[src/rtl/lift_seq.sv]
// lift_seq: sequencer for one 5/3 lifting pass over three pixel RAMs.
//
// It walks sample indices 0..len-1. For each index it reads l[i], r[i] and
// odd[i], computes either the predict or the update result, and writes that
// result back to odd[i]. The l and r RAMs are only ever read.
//
// Each index takes three states, RD -> CALC -> WR, so a pass lasts
// 1 + 3*len cycles from start to done.
//
// Parameters
//   AW  address width; RAM depth is 2**AW.
//   DW  sample width, signed two's complement.
//
// Ports
//   clk, rst_n        rising-edge clock and asynchronous active-low reset.
//   start             one-cycle pulse that begins a pass. It is sampled
//                     only in IDLE.
//   mode              0 = predict, 1 = update. Latched on an accepted start.
//   len               number of samples in the pass. Latched on an
//                     accepted start.
//   busy              high while the pass runs (RD, CALC and WR).
//   done              one-cycle pulse when the pass completes.
//   pix_addr_l/r/odd  RAM addresses. They hold their last value when idle.
//   pix_we_l/r        always 0.
//   pix_we_odd        write strobe for the odd RAM, high in WR only.
//   pix_din_odd       registered lifting result written into the odd RAM.
//   pix_dout_l/r/odd  synchronous RAM read data, valid one cycle after
//                     the address.
//
// Build option
//   LIFT_SEQ_SAT_EN   when defined, the result is clamped to the DW-bit
//                     signed range. Otherwise it wraps modulo 2**DW.
module lift_seq #(
  parameter int AW = 7,
  parameter int DW = 26
) (
  input  logic          clk,
  input  logic          rst_n,
  input  logic          start,
  input  logic          mode,
  input  logic [AW-1:0] len,
  output logic          busy,
  output logic          done,
  output logic [AW-1:0] pix_addr_l,
  output logic [AW-1:0] pix_addr_r,
  output logic [AW-1:0] pix_addr_odd,
  output logic          pix_we_l,
  output logic          pix_we_r,
  output logic          pix_we_odd,
  output logic [DW-1:0] pix_din_odd,
  input  logic [DW-1:0] pix_dout_l,
  input  logic [DW-1:0] pix_dout_r,
  input  logic [DW-1:0] pix_dout_odd
);

  typedef enum logic [2:0] {
    S_IDLE,
    S_RD,
    S_CALC,
    S_WR,
    S_DONE
  } state_t;

`ifdef LIFT_SEQ_SAT_EN
  // The result keeps two guard bits so that it can be clamped.
  localparam int RW = DW + 2;
  localparam logic signed [RW-1:0] SAT_MAX = {3'b000, {(DW-1){1'b1}}};
  localparam logic signed [RW-1:0] SAT_MIN = {3'b111, {(DW-1){1'b0}}};

  function automatic logic [DW-1:0] sat_res(input logic signed [RW-1:0] v);
    if (v > SAT_MAX)      return SAT_MAX[DW-1:0];
    else if (v < SAT_MIN) return SAT_MIN[DW-1:0];
    else                  return v[DW-1:0];
  endfunction
`else
  // Wrapping build: only the low DW bits of the result are kept.
  localparam int RW = DW;
`endif

  state_t                 state, state_nxt;
  logic                   mode_q;
  logic [AW-1:0]          len_q;
  logic [AW-1:0]          idx;
  logic [AW-1:0]          addr_q;
  logic                   last;
  logic signed [DW+1:0]   l_x, r_x, odd_x, sum_x, sum_rnd;
  logic signed [RW-1:0]   res_x;

  assign last = (idx == len_q - AW'(1));

  // Next-state logic.
  always_comb begin
    state_nxt = state;
    case (state)
      S_IDLE: if (start) state_nxt = (len == '0) ? S_DONE : S_RD;
      S_RD:   state_nxt = S_CALC;
      S_CALC: state_nxt = S_WR;
      S_WR:   state_nxt = last ? S_DONE : S_RD;
      S_DONE: state_nxt = S_IDLE;
      default: state_nxt = S_IDLE;
    endcase
  end

  // Lifting arithmetic. Operands are extended to DW+2 bits, so neither the
  // sum nor the rounding offset can overflow before the arithmetic shift.
  always_comb begin
    l_x     = $signed({{2{pix_dout_l[DW-1]}}, pix_dout_l});
    r_x     = $signed({{2{pix_dout_r[DW-1]}}, pix_dout_r});
    odd_x   = $signed({{2{pix_dout_odd[DW-1]}}, pix_dout_odd});
    sum_x   = l_x + r_x;
    sum_rnd = sum_x + $signed((DW+2)'(2));
    if (mode_q) res_x = RW'(odd_x + (sum_rnd >>> 2));
    else        res_x = RW'(odd_x - (sum_x >>> 1));
  end

  // State register and datapath registers.
  always_ff @(posedge clk or negedge rst_n) begin
    if (!rst_n) begin
      state       <= S_IDLE;
      mode_q      <= 1'b0;
      len_q       <= '0;
      idx         <= '0;
      addr_q      <= '0;
      pix_din_odd <= '0;
    end else begin
      state <= state_nxt;
      case (state)
        S_IDLE: begin
          if (start) begin
            mode_q <= mode;
            len_q  <= len;
            idx    <= '0;
            // With len=0 no RAM is touched, so the addresses keep their
            // last value.
            if (len != '0) addr_q <= '0;
          end
        end
        S_CALC: begin
`ifdef LIFT_SEQ_SAT_EN
          pix_din_odd <= sat_res(res_x);
`else
          pix_din_odd <= res_x;
`endif
        end
        S_WR: begin
          if (!last) begin
            idx    <= idx + AW'(1);
            addr_q <= idx + AW'(1);
          end
        end
        default: ;
      endcase
    end
  end

  assign busy         = (state == S_RD) || (state == S_CALC) || (state == S_WR);
  assign done         = (state == S_DONE);
  assign pix_we_odd   = (state == S_WR);
  assign pix_we_l     = 1'b0;
  assign pix_we_r     = 1'b0;
  assign pix_addr_l   = addr_q;
  assign pix_addr_r   = addr_q;
  assign pix_addr_odd = addr_q;

endmodule

[config.mk]
export PLATFORM = sky130hd
export DESIGN_NAME = lift_seq
export DESIGN_NICKNAME = d
export VERILOG_FILES = /design/src/rtl/lift_seq.sv
export SDC_FILE = /design/constraint.sdc
export NUM_CORES = 1
export LEC_CHECK = 0
export CORE_UTILIZATION = 56
export DETAILED_ROUTE_END_ITERATION = 10
export PLACE_DENSITY = 0.95
export RECOVER_POWER = 50
export SLEW_MARGIN = 20
export SYNTH_ARGS = -nofsm -noshare
export SYNTH_HDL_FRONTEND = slang
export SYNTH_SLANG_ARGS = --single-unit
[constraint.sdc]
create_clock -name clk -period 12.7 [get_ports clk]
set_clock_uncertainty 0.05 [all_clocks]
set_input_delay 1.27 -clock clk [delete_from_list [all_inputs] [get_ports clk]]
set_output_delay 1.27 -clock clk [all_outputs]
set_load 0.1 [all_outputs]
==> out/metrics.csv <==
metric,value,unit
run status,finished with violations,
violations in the final reports,"capacitance limit, slew limit",
maximum clock frequency,0.144,GHz
Cell Pwr Density,229,nW/µm²
Tot GR Track Use,25.4,%
initial standard-cell utilization of the core,58.8,%
clock root buffer,sky130_fd_sc_hd__clkbuf_8,
Core ar.,10500,µm²
CTS H-tree depth,2,
Total Wirelength,14300,µm
crit-path max FO,10,
Fin Setup TNS,0,ns
layout-stage area growth over the synthesis result,23.1,%
number of nets in the final layout,1048,
flip-flop and latch count after synthesis,51,
cell taking the most area after synthesis,sky130_fd_sc_hd__dfrtp_1,
post-CTS setup repair buffer count,0,
placement row count,37,
leading register cell type out of synthesis,sky130_fd_sc_hd__dfrtp_1,
switching share of power,59.4,%
Critical Path End Type,flip-flop,
yosys synthesis warning count,0,
slowest cell on the critical path,sky130_fd_sc_hd__xor2_1,
launching element type of the critical path,input port,
peak supply drop,235,µV
Flop pwr share,16.6,%
iteration count of the initial detailed-routing pass,5,
critical path data required time,12.82,ns
number of pins with negative max-slew slack in the final report,65,
total of buffers placed on input and output ports,138,
critical setup path kind,in -> reg,
switching power of the nets,1.03,mW
fraction of registers with async set/reset,100,%
Die Span Y,107,µm
sequential fraction of the synthesis area,20.7,%
CTS tree,done,
number of standard cells after synthesis,797,
wire length of the first global-routing pass,24100,µm
Synth top area share,20.7,%
initial antenna violation count,0,
most used standard cell by instance count after synthesis,sky130_fd_sc_hd__nand2_1,
DRC violations left,0,
Synth area leaders,"sky130_fd_sc_hd__dfrtp_1 21%, sky130_fd_sc_hd__ha_1 11%, sky130_fd_sc_hd__xnor2_1 7.7%",
routed vias/inst,5.83,
number of top-level pins,141,
critical path's largest stage delay,0.65,ns
cells traversed along the worst timing path,clkdlybuf4s50_1 -> and2_1 -> fa_1 -> a21oi_1 -> o22ai_1 -> nor2_1 -> o21ai_0 -> xor2_1 -> and4_1 -> xnor2_1 -> a21oi_1 -> ha_1 -> a21o_1 -> a21oi_1 -> o21ai_0 -> a2111oi_0 -> o41ai_1 -> o41ai_1 -> a21oi_1 -> o21ai_0 -> xor2_1 -> o21ai_0,
Final Hold Violating Endpoints,0,
number of maximum-capacitance constraint violations,2,
proportion of power drawn by combinational gates,77.6,%
Slew HR,-78.9,%
share of power burned in the clock network,5.8,%
CTS hold repair buffers,0,
antenna diode count,0,
largest net degree at the start of global routing,55,
# resized after CTS,0,
number of nets still failing antenna checks after routing,0,
number of global-route vias before repair,5492,
setup violators final,0,
transition time at the pin with the least slew margin,2.68,ns
Initial DRC Count,308,
number of synthesized flops with an enable pin,0,
Final Wtd Congestion,0.891,
CTS Buf Count,5,
CP Data Arrival Time,7.08,ns
number of clock sinks,51,
number of vias after detailed routing,6051,
gr ovfl total,0,
final cycle utilization of the critical path,54.8,%
unrepaired setup endpoints after global routing,false,
cell-internal power,706,µW
classification of the worst-slack hold path,reg -> reg,
Finished Layout Cells,1038,
Post-synth top cells,"92 x sky130_fd_sc_hd__nand2_1, 78 x sky130_fd_sc_hd__o21ai_0, 63 x sky130_fd_sc_hd__a21oi_1",
CTS Buffer Depth,2,
post-synthesis area per instance,7.75,µm²
Lkg Pwr,3.13,nW
post-synthesis cell area,6180,µm²
Skew-Pair Late Insertion Delay,0.31,ns
library cells used by synthesis,77,
count of placed standard cells including taps,1030,
proportion of layout cells with a drive suffix above 1,4.10,%
Post-DP HPWL,11600,µm
number of fill cells,796,
clock edge transition at the registers on the reported setup and hold paths,0.10,ns
die area,11500,µm²
area taken by multi-input logic gates,4590,µm²
width of the die,107,µm
Tmin final,6.97,ns
average routed wire per standard cell,13.8,µm
register cell area after layout,1280,µm²
## kinds of logic after synthesis
family                   count (synthesis)  synth area share, %
multiplexers                            10                 1.78
adder cells (fa/ha/maj)                 58                 12.0
other                                    1               0.0607
buffers and inverters                   66                 5.08
XOR/XNOR                                85                 12.0
flip-flops                              51                 20.7
AO/OA/AOI/OAI                          236                 24.2
AND/OR/NAND/NOR                        290                 24.2
## power by group through the flow
stage / sequential [mW] / clock [mW] / combinational, mW
2_1_floorplan: 0.609 / 0 / 0.762
3_3_place_gp: 0.290 / 0 / 1.32
3_5_place_dp: 0.293 / 0 / 1.35
4_1_cts: 0.290 / 0.103 / 1.36
5_1_grt: 0.299 / 0.110 / 1.46
6_report: 0.289 / 0.101 / 1.35
## routing by layer
layer / global-route usage (%) / up-vias / part of all wire [%]
li1: - / 3087 / -
met5: 0 / - / 0
met2: 44.6 / 210 / 48
met4: 9.00 / 0 / 2.6
met3: 3.10 / 33 / 5.5
met1: 32.0 / 2721 / 44
## final cells by class
cell class,count,share of cell area (%)
clock buffers,5,0.905
multi-input cells,681,60.4
clock inverters,3,0.362
flip-flops and latches,51,16.8
inverters,22,1.09
well taps,136,2.24
repair buffers,140,18.2
## sequential cells by signal, summed over array words and instances, names as in the netlist
register and flops:
state 3, pix_din_odd 26, mode_q 1, pix_addr_l 7, len_q 7, idx 7
## worst max-delay path: cells and delay by family
kind | cells | cell delay [ns]
AOI/OAI and AO/OA | 13 | 2.90
xor gates and xnor gates | 3 | 0.94
and+or+nand+nor | 3 | 0.79
adders and majority gates | 2 | 0.76
buffers and inverters | 1 | 0.42
## worst paths after layout
kind / from / end / slack [ns] / cells after the start
max: pix_dout_l[0] / pix_din_odd[24] / 5.73 / 22
min: pix_din_odd[12] / pix_din_odd[12] / 0.43 / 2
max reg2reg: mode_q / pix_din_odd[24] / 8.06 / 16
min reg2reg: pix_din_odd[12] / pix_din_odd[12] / 0.43 / 2
max in group asynchronous: rst_n / pix_din_odd[12] / 9.25 / 2
min in group asynchronous: rst_n / pix_din_odd[2] / 1.84 / 2
## stage by stage
step / util (%) / hold slack, ns / instance area (µm²) / setup WS [ns] / power (mW)
after floorplan: - / 0.452 / 6180 / 6.47 / 1.37
after detailed placement: 71.6 / 0.420 / 7520 / 5.44 / 1.64
final: 72.4 / 0.427 / 7610 / 5.73 / 1.74
after global routing: 72.4 / 0.444 / 7610 / 5.16 / 1.86
after CTS: 72.5 / 0.442 / 7620 / 5.78 / 1.75
after global placement: 71.6 / 0.410 / 7520 / 5.70 / 1.61
## placed cells by master (no fill, tap or decap), drive strengths merged, types with 3 or more instances in the layout
cell type and count:
a2111oi 3, a211o 3, a211oi 11, a21o 22, a21oi 64, a22o 4
and2 12, and3 6, and4 5, clkbuf 6, clkdlybuf4s50 121, dfrtp 51
dlygate4sd3 16, ha 56, inv 24, mux2 8, nand2 93, nand2b 10
nand3 26, nand4 9, nor2 54, nor2b 9, nor3 19, nor3b 5
nor4 10, nor4b 4, o211ai 5, o21a 8, o21ai 79, o21bai 3
o311ai 3, o31ai 7, o41ai 4, or2 3, or3 15, xnor2 54
xor2 31
(Power assumes the default switching activity.)
